**src/rtl/spawn_arb_pkg.sv**
```systemverilog
// rtl/spawn_arb_pkg.sv - shared types and constants for the spawn arbiter
//
// Purpose: FSM state encoding, requester count and grant-id width, plus a
// one-hot decode helper used when a granted request is retired.
// Ports: none (package).

package spawn_arb_pkg;

  localparam int N_REQ_DEF = 8;
  localparam int ID_W      = 3;

  typedef enum logic [1:0] {
    IDLE     = 2'd0,
    GRANT    = 2'd1,
    COOLDOWN = 2'd2
  } state_e;

  function automatic logic [N_REQ_DEF-1:0] onehot(input logic [ID_W-1:0] id);
    logic [N_REQ_DEF-1:0] one;
    one = {{(N_REQ_DEF-1){1'b0}}, 1'b1};
    return one << id;
  endfunction

endpackage

```
**src/rtl/spawn_arbiter_rr_pick.sv**
```systemverilog
// rtl/spawn_arbiter_rr_pick.sv - combinational round-robin requester picker
//
// Purpose: selects the first set pending bit searching upward from
// (last_id + 1) mod 8, wrapping through 7 to 0.
// Ports:
//   pending [7:0] in  - latched outstanding requests
//   last_id [2:0] in  - most recently granted requester
//   id      [2:0] out - selected requester (valid when found=1)
//   found         out - at least one pending bit is set

module rr_pick
  import spawn_arb_pkg::*;
(
  input  logic [N_REQ_DEF-1:0] pending,
  input  logic [ID_W-1:0]      last_id,
  output logic [ID_W-1:0]      id,
  output logic                 found
);

  logic [ID_W-1:0]      start;
  logic [ID_W-1:0]      enc;
  logic [N_REQ_DEF-1:0] rot;

  always_comb begin
    start = last_id + ID_W'(1);

    // Rotate so the search start lands on bit 0; 3-bit index wraps mod 8.
    rot = '0;
    for (int i = 0; i < N_REQ_DEF; i++) begin
      rot[i] = pending[start + ID_W'(i)];
    end

    // Lowest set bit wins: scan downward so the last hit is the lowest.
    enc = '0;
    for (int i = N_REQ_DEF - 1; i >= 0; i--) begin
      if (rot[i]) begin
        enc = ID_W'(i);
      end
    end

    found = |rot;
    id    = start + enc;
  end

endmodule

```
**src/rtl/spawn_arbiter.sv**
```systemverilog
// rtl/spawn_arbiter.sv - round-robin spawn arbiter with optional frame cooldown
//
// Purpose: latches rising edges of debounced button requests, grants one
// requester at a time round-robin to a shared spawn resource, and (when
// SPAWN_ARB_COOLDOWN_EN is defined) waits COOLDOWN_FRAMES frame ticks after
// each accepted grant before issuing the next one.
// Configuration macro: SPAWN_ARB_COOLDOWN_EN (undefined: no cooldown state).
// Ports:
//   clk, rst_n        - clock, asynchronous active-low reset
//   frame_tick        - one-cycle pulse per video frame
//   req [7:0]         - level requests, one bit per requester
//   enable            - gates IDLE->GRANT only
//   grant_ready       - resource accepts the presented grant
//   grant_valid       - grant presented
//   grant_id [2:0]    - granted requester
//   busy              - in GRANT or COOLDOWN
//   pending [7:0]     - latched outstanding requests

module spawn_arbiter
  import spawn_arb_pkg::*;
#(
  parameter int N_REQ           = N_REQ_DEF,
  parameter int COOLDOWN_FRAMES = 3
) (
  input  logic             clk,
  input  logic             rst_n,
  input  logic             frame_tick,
  input  logic [N_REQ-1:0] req,
  input  logic             enable,
  input  logic             grant_ready,
  output logic             grant_valid,
  output logic [ID_W-1:0]  grant_id,
  output logic             busy,
  output logic [N_REQ-1:0] pending
);

  state_e           state_q;
  logic [N_REQ-1:0] req_q;
  logic [N_REQ-1:0] pending_q;
  logic [N_REQ-1:0] pending_d;
  logic [N_REQ-1:0] rise;
  logic [N_REQ-1:0] clear;
  logic             armed_q;
  logic [ID_W-1:0]  grant_id_q;
  logic [ID_W-1:0]  last_id_q;
  logic             grant_valid_q;
  logic             busy_q;
  logic [ID_W-1:0]  pick_id;
  logic             pick_found;
  logic             handshake;

`ifdef SPAWN_ARB_COOLDOWN_EN
  logic [3:0]       cnt_q;
`else
  logic             unused_cfg;
  assign unused_cfg = frame_tick ^ (COOLDOWN_FRAMES != 0);
`endif

  rr_pick u_rr_pick (
    .pending (pending_q),
    .last_id (last_id_q),
    .id      (pick_id),
    .found   (pick_found)
  );

  assign handshake = grant_valid_q & grant_ready;

  always_comb begin
    // armed_q is low for the first edge after reset so that buttons held
    // through reset are only sampled, not reported as fresh presses.
    rise      = req & ~req_q & {N_REQ{armed_q}};
    clear     = handshake ? onehot(grant_id_q) : '0;
    // A new press on the bit being retired survives the clear.
    pending_d = (pending_q & ~clear) | rise;
  end

  always_ff @(posedge clk or negedge rst_n) begin
    if (!rst_n) begin
      state_q       <= IDLE;
      req_q         <= '0;
      armed_q       <= 1'b0;
      pending_q     <= '0;
      grant_id_q    <= '0;
      last_id_q     <= '1;
      grant_valid_q <= 1'b0;
      busy_q        <= 1'b0;
`ifdef SPAWN_ARB_COOLDOWN_EN
      cnt_q         <= '0;
`endif
    end else begin
      req_q     <= req;
      armed_q   <= 1'b1;
      pending_q <= pending_d;

      case (state_q)
        IDLE: begin
          if (enable && pick_found) begin
            state_q       <= GRANT;
            grant_id_q    <= pick_id;
            grant_valid_q <= 1'b1;
            busy_q        <= 1'b1;
          end
        end

        GRANT: begin
          if (grant_ready) begin
            last_id_q     <= grant_id_q;
            grant_valid_q <= 1'b0;
`ifdef SPAWN_ARB_COOLDOWN_EN
            if (COOLDOWN_FRAMES == 0) begin
              state_q <= IDLE;
              busy_q  <= 1'b0;
            end else begin
              state_q <= COOLDOWN;
              cnt_q   <= 4'(COOLDOWN_FRAMES);
            end
`else
            state_q <= IDLE;
            busy_q  <= 1'b0;
`endif
          end
        end

`ifdef SPAWN_ARB_COOLDOWN_EN
        COOLDOWN: begin
          if (frame_tick) begin
            // Leave on the last tick; <= 1 also keeps the counter off zero-wrap.
            if (cnt_q <= 4'd1) begin
              state_q <= IDLE;
              busy_q  <= 1'b0;
              cnt_q   <= '0;
            end else begin
              cnt_q <= cnt_q - 4'd1;
            end
          end
        end
`endif

        default: begin
          state_q       <= IDLE;
          grant_valid_q <= 1'b0;
          busy_q        <= 1'b0;
        end
      endcase
    end
  end

  assign grant_valid = grant_valid_q;
  assign grant_id    = grant_id_q;
  assign busy        = busy_q;
  assign pending     = pending_q;

endmodule

```
**config.mk**
```make
export PLATFORM = sky130hd
export DESIGN_NAME = spawn_arbiter
export DESIGN_NICKNAME = d
export VERILOG_FILES = /design/src/rtl/spawn_arb_pkg.sv /design/src/rtl/spawn_arbiter_rr_pick.sv /design/src/rtl/spawn_arbiter.sv
export SDC_FILE = /design/constraint.sdc
export NUM_CORES = 1
export LEC_CHECK = 0
export CORE_ASPECT_RATIO = 1.5
export CORE_MARGIN = 2
export CORE_UTILIZATION = 30
export CTS_CLUSTER_DIAMETER = 30
export DETAILED_ROUTE_END_ITERATION = 10
export SETUP_SLACK_MARGIN = 0.15
export SYNTH_ARGS = -nofsm -noshare
export SYNTH_HDL_FRONTEND = slang
export SYNTH_SLANG_ARGS = --single-unit
```
**constraint.sdc**
```tcl
create_clock -name clk -period 9.08 [get_ports clk]
set_input_delay 2.724 -clock clk [delete_from_list [all_inputs] [get_ports clk]]
set_output_delay 2.724 -clock clk [all_outputs]
set_load 0.01 [all_outputs]
```
==> results of run 1 <==
==> layout make-up <==
| type | count | area [sq um] | area share, % |
|---|---|---|---|
| multi-input cells | 99 | 875.8 | 46.51 |
| flip-flops and latches | 24 | 604.3 | 32.09 |
| repair buffers | 24 | 240.2 | 12.76 |
| well taps | 68 | 85.08 | 4.518 |
| clock buffers | 4 | 55.05 | 2.924 |
| inverters | 6 | 22.52 | 1.196 |
==> power groups by stage <==
stage / clock (W) / sequential, W / combinational [W]
CTS: 0.0000720 / 0.000196 / 0.000477
detailed placement: 0 / 0.000198 / 0.000472
global route: 0.0000760 / 0.000205 / 0.000515
finish: 0.0000696 / 0.000195 / 0.000474
floorplan: 0 / 0.000183 / 0.000367
global placement: 0 / 0.000197 / 0.000459
==> routing by layer <==
layer	global-route usage [%]	share of wire [%]
met1	11.19	36
met2	23.48	58
met3	1.718	2.9
met4	7.222	3.2
met5	0	0
==> logic make-up after synthesis <==
family                   synth area share (%)
AO/OA/AOI/OAI                           11.90
buffers and inverters                   4.210
flip-flops                              39.11
XOR/XNOR                                4.778
AND/OR/NAND/NOR                         17.33
multiplexers                            18.70
adder cells (fa/ha/maj)                 3.725
other                                  0.2427
==> layout by cell type, fill, tap and decap left out, types with 2 or more instances in the layout <==
cell type,n
inv_1,6
mux2_2,2
dfrtp_1,21
clkbuf_8,4
nor3_1,3
o31ai_1,2
nand2_1,18
clkdlybuf4s50_1,24
nor2b_1,2
mux2i_1,3
mux4_2,3
nor2_1,3
nand3_1,3
o21ai_0,11
nand3b_1,7
o22ai_1,2
mux4_1,5
nor4_1,9
dfstp_2,3
o221ai_1,3
nand2b_1,2
ha_1,3
xnor2_1,2
==> registers in the layout, summed over array words and instances (netlist names) <==
| name | cells |
|---|---|
| grant_id | 3 |
| pending | 8 |
| req_q | 8 |
| last_id_q | 3 |
| busy | 1 |
| armed_q | 1 |
==> path summary, 6_finish.rpt <==
path,depth (start not counted),endpoint
worst min-delay path,1,pending[5]
max in group asynchronous,1,grant_id[1]
worst min register to register,1,pending[5]
worst max register to register,15,grant_id[2]
min in group asynchronous,1,req_q[5]
worst max-delay path,15,grant_id[2]
==> synth_stat cells <==
cell type,number
xnor2_1,2
mux2i_1,3
xor2_2,1
or3_2,1
o211ai_4,1
ha_1,3
nor2_1,3
o31ai_1,2
dfstp_2,3
o22ai_1,2
conb_1,1
mux2_2,2
a22oi_1,1
or4_4,1
nand2_1,18
mux2_4,1
buf_4,1
mux2i_4,1
xnor2_2,1
nor4_1,9
buf_2,1
mux4_1,5
mux4_2,3
buf_6,2
nand3_1,3
inv_1,6
nor3_1,3
o311a_1,1
a2bb2o_1,1
xnor3_2,1
o221ai_1,3
nor2b_1,2
nand3b_1,7
fa_1,1
a21oi_1,1
o21ai_0,11
o31ai_4,1
nand2b_1,2
and3_1,1
dfrtp_1,21
clkbuf_1,2
==> worst max-delay path, delay by kind of cell (launching register included) <==
family	cells	cell delay [ns]
flip-flops	1	0.69
AO/OA/AOI/OAI	6	0.74
buffers and inverters	2	0.15
AND/OR/NAND/NOR	1	0.50
adder cells (fa/ha/maj)	3	1.15
multiplexers	2	0.64
XOR/XNOR	1	0.19
==> stage by stage <==
stage,cell area [sq um],instances
after detailed placement,1828,221
after global routing,1883,225
after CTS,1883,225
after global placement,1828,221
after floorplan,1545,135
final,1883,225
==> results.sh, run 1 <==
export IMPL_status="finished clean"
export IMPL_vdd_drop_max_mv=0.1413
export IMPL_combPwrFrac_pct=64.1
export IMPL_critPathKind="reg2reg"
export IMPL_report_final_hold_viol_count=0
export IMPL_path_clk_slew_ns=0.08
export IMPL_period_minus_slack_ns=4.192
export IMPL_power_density_nw_per_um2=392.4
export IMPL_worstSetupStartpointType="flip-flop"
export IMPL_first_global_vias=1196
export IMPL_drive_above_1_share_pct=13.38
export IMPL_antenna_found_initial=0
export IMPL_row_count=32
export IMPL_h_tree_depth=1
export IMPL_diodes=0
export IMPL_cts_root_buf="clkbuf_8"
export IMPL_tightest_slew_ns=1.011
export IMPL_die_area_sq_um=5753
export IMPL_via_count=1166
export IMPL_switchingPower_w=0.0003237
export IMPL_power_clock_fraction_pct=9.4
export IMPL_power_internal_w=0.0004152
export IMPL_wl_um=3223
export IMPL_drv_slew=0
export IMPL_power_frac_seq_pct=26.4
export IMPL_slew_headroom_pct=32.42
export IMPL_setup_slack_ns=4.888
export IMPL_ctsResizeCount=0
export IMPL_fin_hold_ws_ns=0.4323
export IMPL_drcViolationCount=0
export IMPL_crit_path_start="last_id_q[0]"
export IMPL_dp_slack_ns=4.864
export IMPL_track_usage_pct=11.89
export IMPL_cts_buffers=3
export IMPL_min_from="req_q[5]"
export IMPL_cts_max_path_buffers=2
export IMPL_tns_ns=0
export IMPL_antenna_left=0
export IMPL_avgSynthCellArea_sq_um=11.45
export IMPL_yosysUniqueCellTypes=41
export IMPL_hold_path_class="reg2reg"
export IMPL_synth_top_cell_by_area="dfrtp_1"
export IMPL_drv_cap=0
export IMPL_yosysWarningCount=0
export IMPL_p_leak_nw=0.7000
export IMPL_r2r_slack_ns=4.89
export IMPL_setup_worst_path_end_class="flip-flop"
export IMPL_synth_top_cell_area_share_pct=34.01
export IMPL_grt_pass1_wl_um=5347
export IMPL_drtPass1Iterations=4
export IMPL_post_cts_buffers=0
export IMPL_ys_seq_area_share_pct=39.11
export IMPL_hold_buffers=0
export IMPL_synth_seq_cells=24
export IMPL_coreArea_sq_um=5045
export IMPL_fill_cells=545
export IMPL_fp_dieH_um=91.90
export IMPL_hpwl_um=2629
export IMPL_rsz0062_at_grt="false"
export IMPL_grt_ovfl_total=0
export IMPL_gp_congestion=0.8114
export IMPL_crit_chain="inv_1, ha_1, mux4_2, or3_2, o311a_1, o22ai_1, o21ai_0, a21oi_1, ha_1, inv_1, fa_1, xnor2_1, o21ai_0, mux2i_1, a22oi_1"
export IMPL_pin_count=26
export IMPL_nNetsFinal=175
export IMPL_numPortBuffers=24
export IMPL_finalSetupViolations=0
export IMPL_cpMaxStageDelayCell="dfstp_2"
export IMPL_power_w=0.0007389
export IMPL_synth_area_leaders="dfrtp_1 (34%), mux4_1 (8.5%), dfstp_2 (5.1%)"
export IMPL_cts_tree="built"
export IMPL_synthCells=135
export IMPL_switching_share_pct=43.81
export IMPL_slowest_delay_ns=0.69
export IMPL_max_freq_ghz=0.2385
export IMPL_vias_per_cell=5.182
export IMPL_finalCritPeriodShare_pct=46.17
export IMPL_die_w_um=62.60
export IMPL_drt_iter0_drc=28
export IMPL_grt_max_degree=25
export IMPL_required_ns=9.21
export IMPL_crit_arrival_ns=4.32
export IMPL_crit_path_max_fanout=12
export IMPL_clock_sinks=24
export IMPL_area_growth_syn_to_layout_pct=21.86
export IMPL_avgRoutedWirePerCell_um=14.32
export IMPL_timing_rr_start="last_id_q[0]"
export IMPL_final_util_pct=37.33
export IMPL_netlist_area_sq_um=1545
export IMPL_clk_latency_ns=0.26
export IMPL_initial_core_util_pct=30.63
export IMPL_finalClockSkew_ns=0.002571
export IMPL_syn_nets=152
Note: power is estimated with default switching activity, not from simulation.
==> run 2: changes to the inputs <==
==> constraint.sdc (replaced) <==
create_clock -name clk -period 3.8 [get_ports clk]
set_input_delay 1.14 -clock clk [delete_from_list [all_inputs] [get_ports clk]]
set_output_delay 1.14 -clock clk [all_outputs]
set_load 0.01 [all_outputs]
==> results.sh, run 2 (synthesized netlist as in run 1, its figures left out) <==
export IMPL_status="finished clean"
export IMPL_antenna_found_initial=0
export IMPL_tns_ns=0
export IMPL_finalNonFillerCells=232
export IMPL_fill_cells=533
export IMPL_cpMaxStageDelayCell="dfstp_2"
export IMPL_drtPass1Iterations=4
export IMPL_area_growth_syn_to_layout_pct=28.18
export IMPL_via_count=1226
export IMPL_grt_ovfl_total=0
export IMPL_wl_um=3360
export IMPL_rsz0062_at_grt="false"
export IMPL_grt_max_degree=25
export IMPL_min_path_cells=1
export IMPL_vias_per_cell=5.284
export IMPL_clock_sinks=24
export IMPL_worstSetupStartpointType="flip-flop"
export IMPL_hold_path_class="reg2reg"
export IMPL_slew_headroom_pct=31.49
export IMPL_pin_count=26
export IMPL_fin_area_sq_um=1981
export IMPL_crit_chain="buf_8, mux4_2, or3_2, o311a_1, o22ai_1, o21ai_1, a21oi_2, ha_2, inv_1, fa_2, xnor2_2, buf_4, mux2i_1, a22oi_1"
export IMPL_nNetsFinal=182
export IMPL_place_inst=224
export IMPL_period_minus_slack_ns=3.477
export IMPL_hpwl_um=2660
export IMPL_vdd_drop_max_mv=0.4335
export IMPL_cts_max_path_buffers=2
export IMPL_h_tree_depth=1
export IMPL_cts_buffers=3
export IMPL_drive_above_1_share_pct=21.95
export IMPL_clk_latency_ns=0.26
export IMPL_place_area_sq_um=1863
export IMPL_die_area_sq_um=5753
export IMPL_finalClockSkew_ns=0.003753
export IMPL_track_usage_pct=12.35
export IMPL_p_leak_nw=0.7384
export IMPL_power_density_nw_per_um2=989.4
export IMPL_timing_rr_start="last_id_q[0]"
export IMPL_final_util_pct=39.26
export IMPL_row_count=32
export IMPL_first_global_vias=1280
export IMPL_finalCritPeriodShare_pct=91.50
export IMPL_rr_worst_depth=14
export IMPL_die_w_um=62.60
export IMPL_min_to="pending[5]"
export IMPL_gp_congestion=0.7563
export IMPL_cts_root_buf="clkbuf_8"
export IMPL_grt_pass1_wl_um=5644
export IMPL_coreArea_sq_um=5045
export IMPL_r2r_end="grant_id[2]"
export IMPL_setup_worst_path_end_class="flip-flop"
export IMPL_layout_common_cells="clkdlybuf4s50_1 (24), dfrtp_1 (21), nand2_1 (18)"
export IMPL_report_final_hold_viol_count=0
export IMPL_critPathKind="reg2reg"
export IMPL_layout_commonest_cell="clkdlybuf4s50_1"
export IMPL_initial_core_util_pct=30.63
export IMPL_required_ns=3.93
export IMPL_drv_cap=0
export IMPL_tightest_slew_ns=1.024
export IMPL_fp_dieH_um=91.90
export IMPL_avgRoutedWirePerCell_um=14.48
export IMPL_max_freq_ghz=0.2876
export IMPL_min_from="req_q[5]"
export IMPL_antenna_left=0
export IMPL_finalSetupViolations=0
export IMPL_numPortBuffers=24
export IMPL_drt_iter0_drc=12
export IMPL_path_clk_slew_ns=0.08
export IMPL_crit_path_max_fanout=10
export IMPL_diodes=0
export IMPL_cts_tree="built"
export IMPL_crit_arrival_ns=3.61
export IMPL_r2r_slack_ns=0.32
export IMPL_drv_slew=0
export IMPL_drcViolationCount=0
export IMPL_slowest_delay_ns=0.56
==> run 2: changes by cell type in the layout (fill, tap and decap cells not counted), moves of 2 or more <==
cell	change
buf_4	+6
ha_1	-3
ha_2	+2
o21ai_0	-2
o21ai_1	+2
==> run 2: per-layer routing <==
| layer | vias up | share of wire [%] | track usage, % |
|---|---|---|---|
| met5 | - | 0 | 0 |
| met4 | 0 | 5.0 | 8.704 |
| met3 | 22 | 2.8 | 0.8589 |
| met2 | 50 | 56 | 23.75 |
| met1 | 588 | 36 | 12.28 |
| li1 | 566 | - | - |
==> run 2: power breakdown <==
| group | switching (W) | internal, W |
|---|---|---|
| registers | 0.000108 | 0.000343 |
| logic | 0.000653 | 0.000691 |
| clock network | 0.0000732 | 0.0000923 |
| total | 0.000834 | 0.00113 |
==> run 2: through the flow <==
step | total power (W) | setup slack, ns | hold slack (ns)
CTS | 0.001877 | 0.1622 | 0.4378
global route | 0.002089 | 0.1423 | 0.4637
floorplan | 0.001346 | 0.1863 | 0.4103
finish | 0.001960 | 0.3231 | 0.4338
detailed placement | 0.001676 | 0.1037 | 0.4263
global placement | 0.001637 | 0.2152 | 0.4217
==> run 2: how the worst max path moves through the flow <==
stage | to | start | cells past startpoint
final | grant_id[2] | last_id_q[0] | 14
after floorplan | grant_id[2] | last_id_q[0] | 17
after CTS | grant_id[2] | last_id_q[0] | 14
after detailed placement | grant_id[2] | last_id_q[0] | 15
after global placement | grant_id[2] | last_id_q[0] | 15
after global routing | grant_id[2] | last_id_q[0] | 15
==> run 2: area by class of cell <==
type | count | area (sq um) | area share (%)
Tap cell | 68 | 85.08 | 4.296
Clock buffer | 4 | 55.05 | 2.780
Multi-Input combinational cell | 99 | 913.4 | 46.11
Timing Repair Buffer | 31 | 300.3 | 15.16
Inverter | 6 | 22.52 | 1.137
Sequential cell | 24 | 604.3 | 30.51
==> run 2: worst max-delay path, delay by kind of cell (launching register included) <==
family	cells	cell delay [ns]
mux	2	0.64
xor+xnor	1	0.15
fa+ha+maj	2	0.56
simple gates	1	0.48
flops	1	0.56
buf+inv	3	0.34
compound gates	5	0.62
==> run 2: what timing repair did <==
item / 4_1_cts / 5_1_grt
setup buffers: 2 / 2
setup endpoints to repair: 1 / 1
hold buffers: 0 / 0
gates resized for setup: 0 / 11
pin swaps: 1 / 7
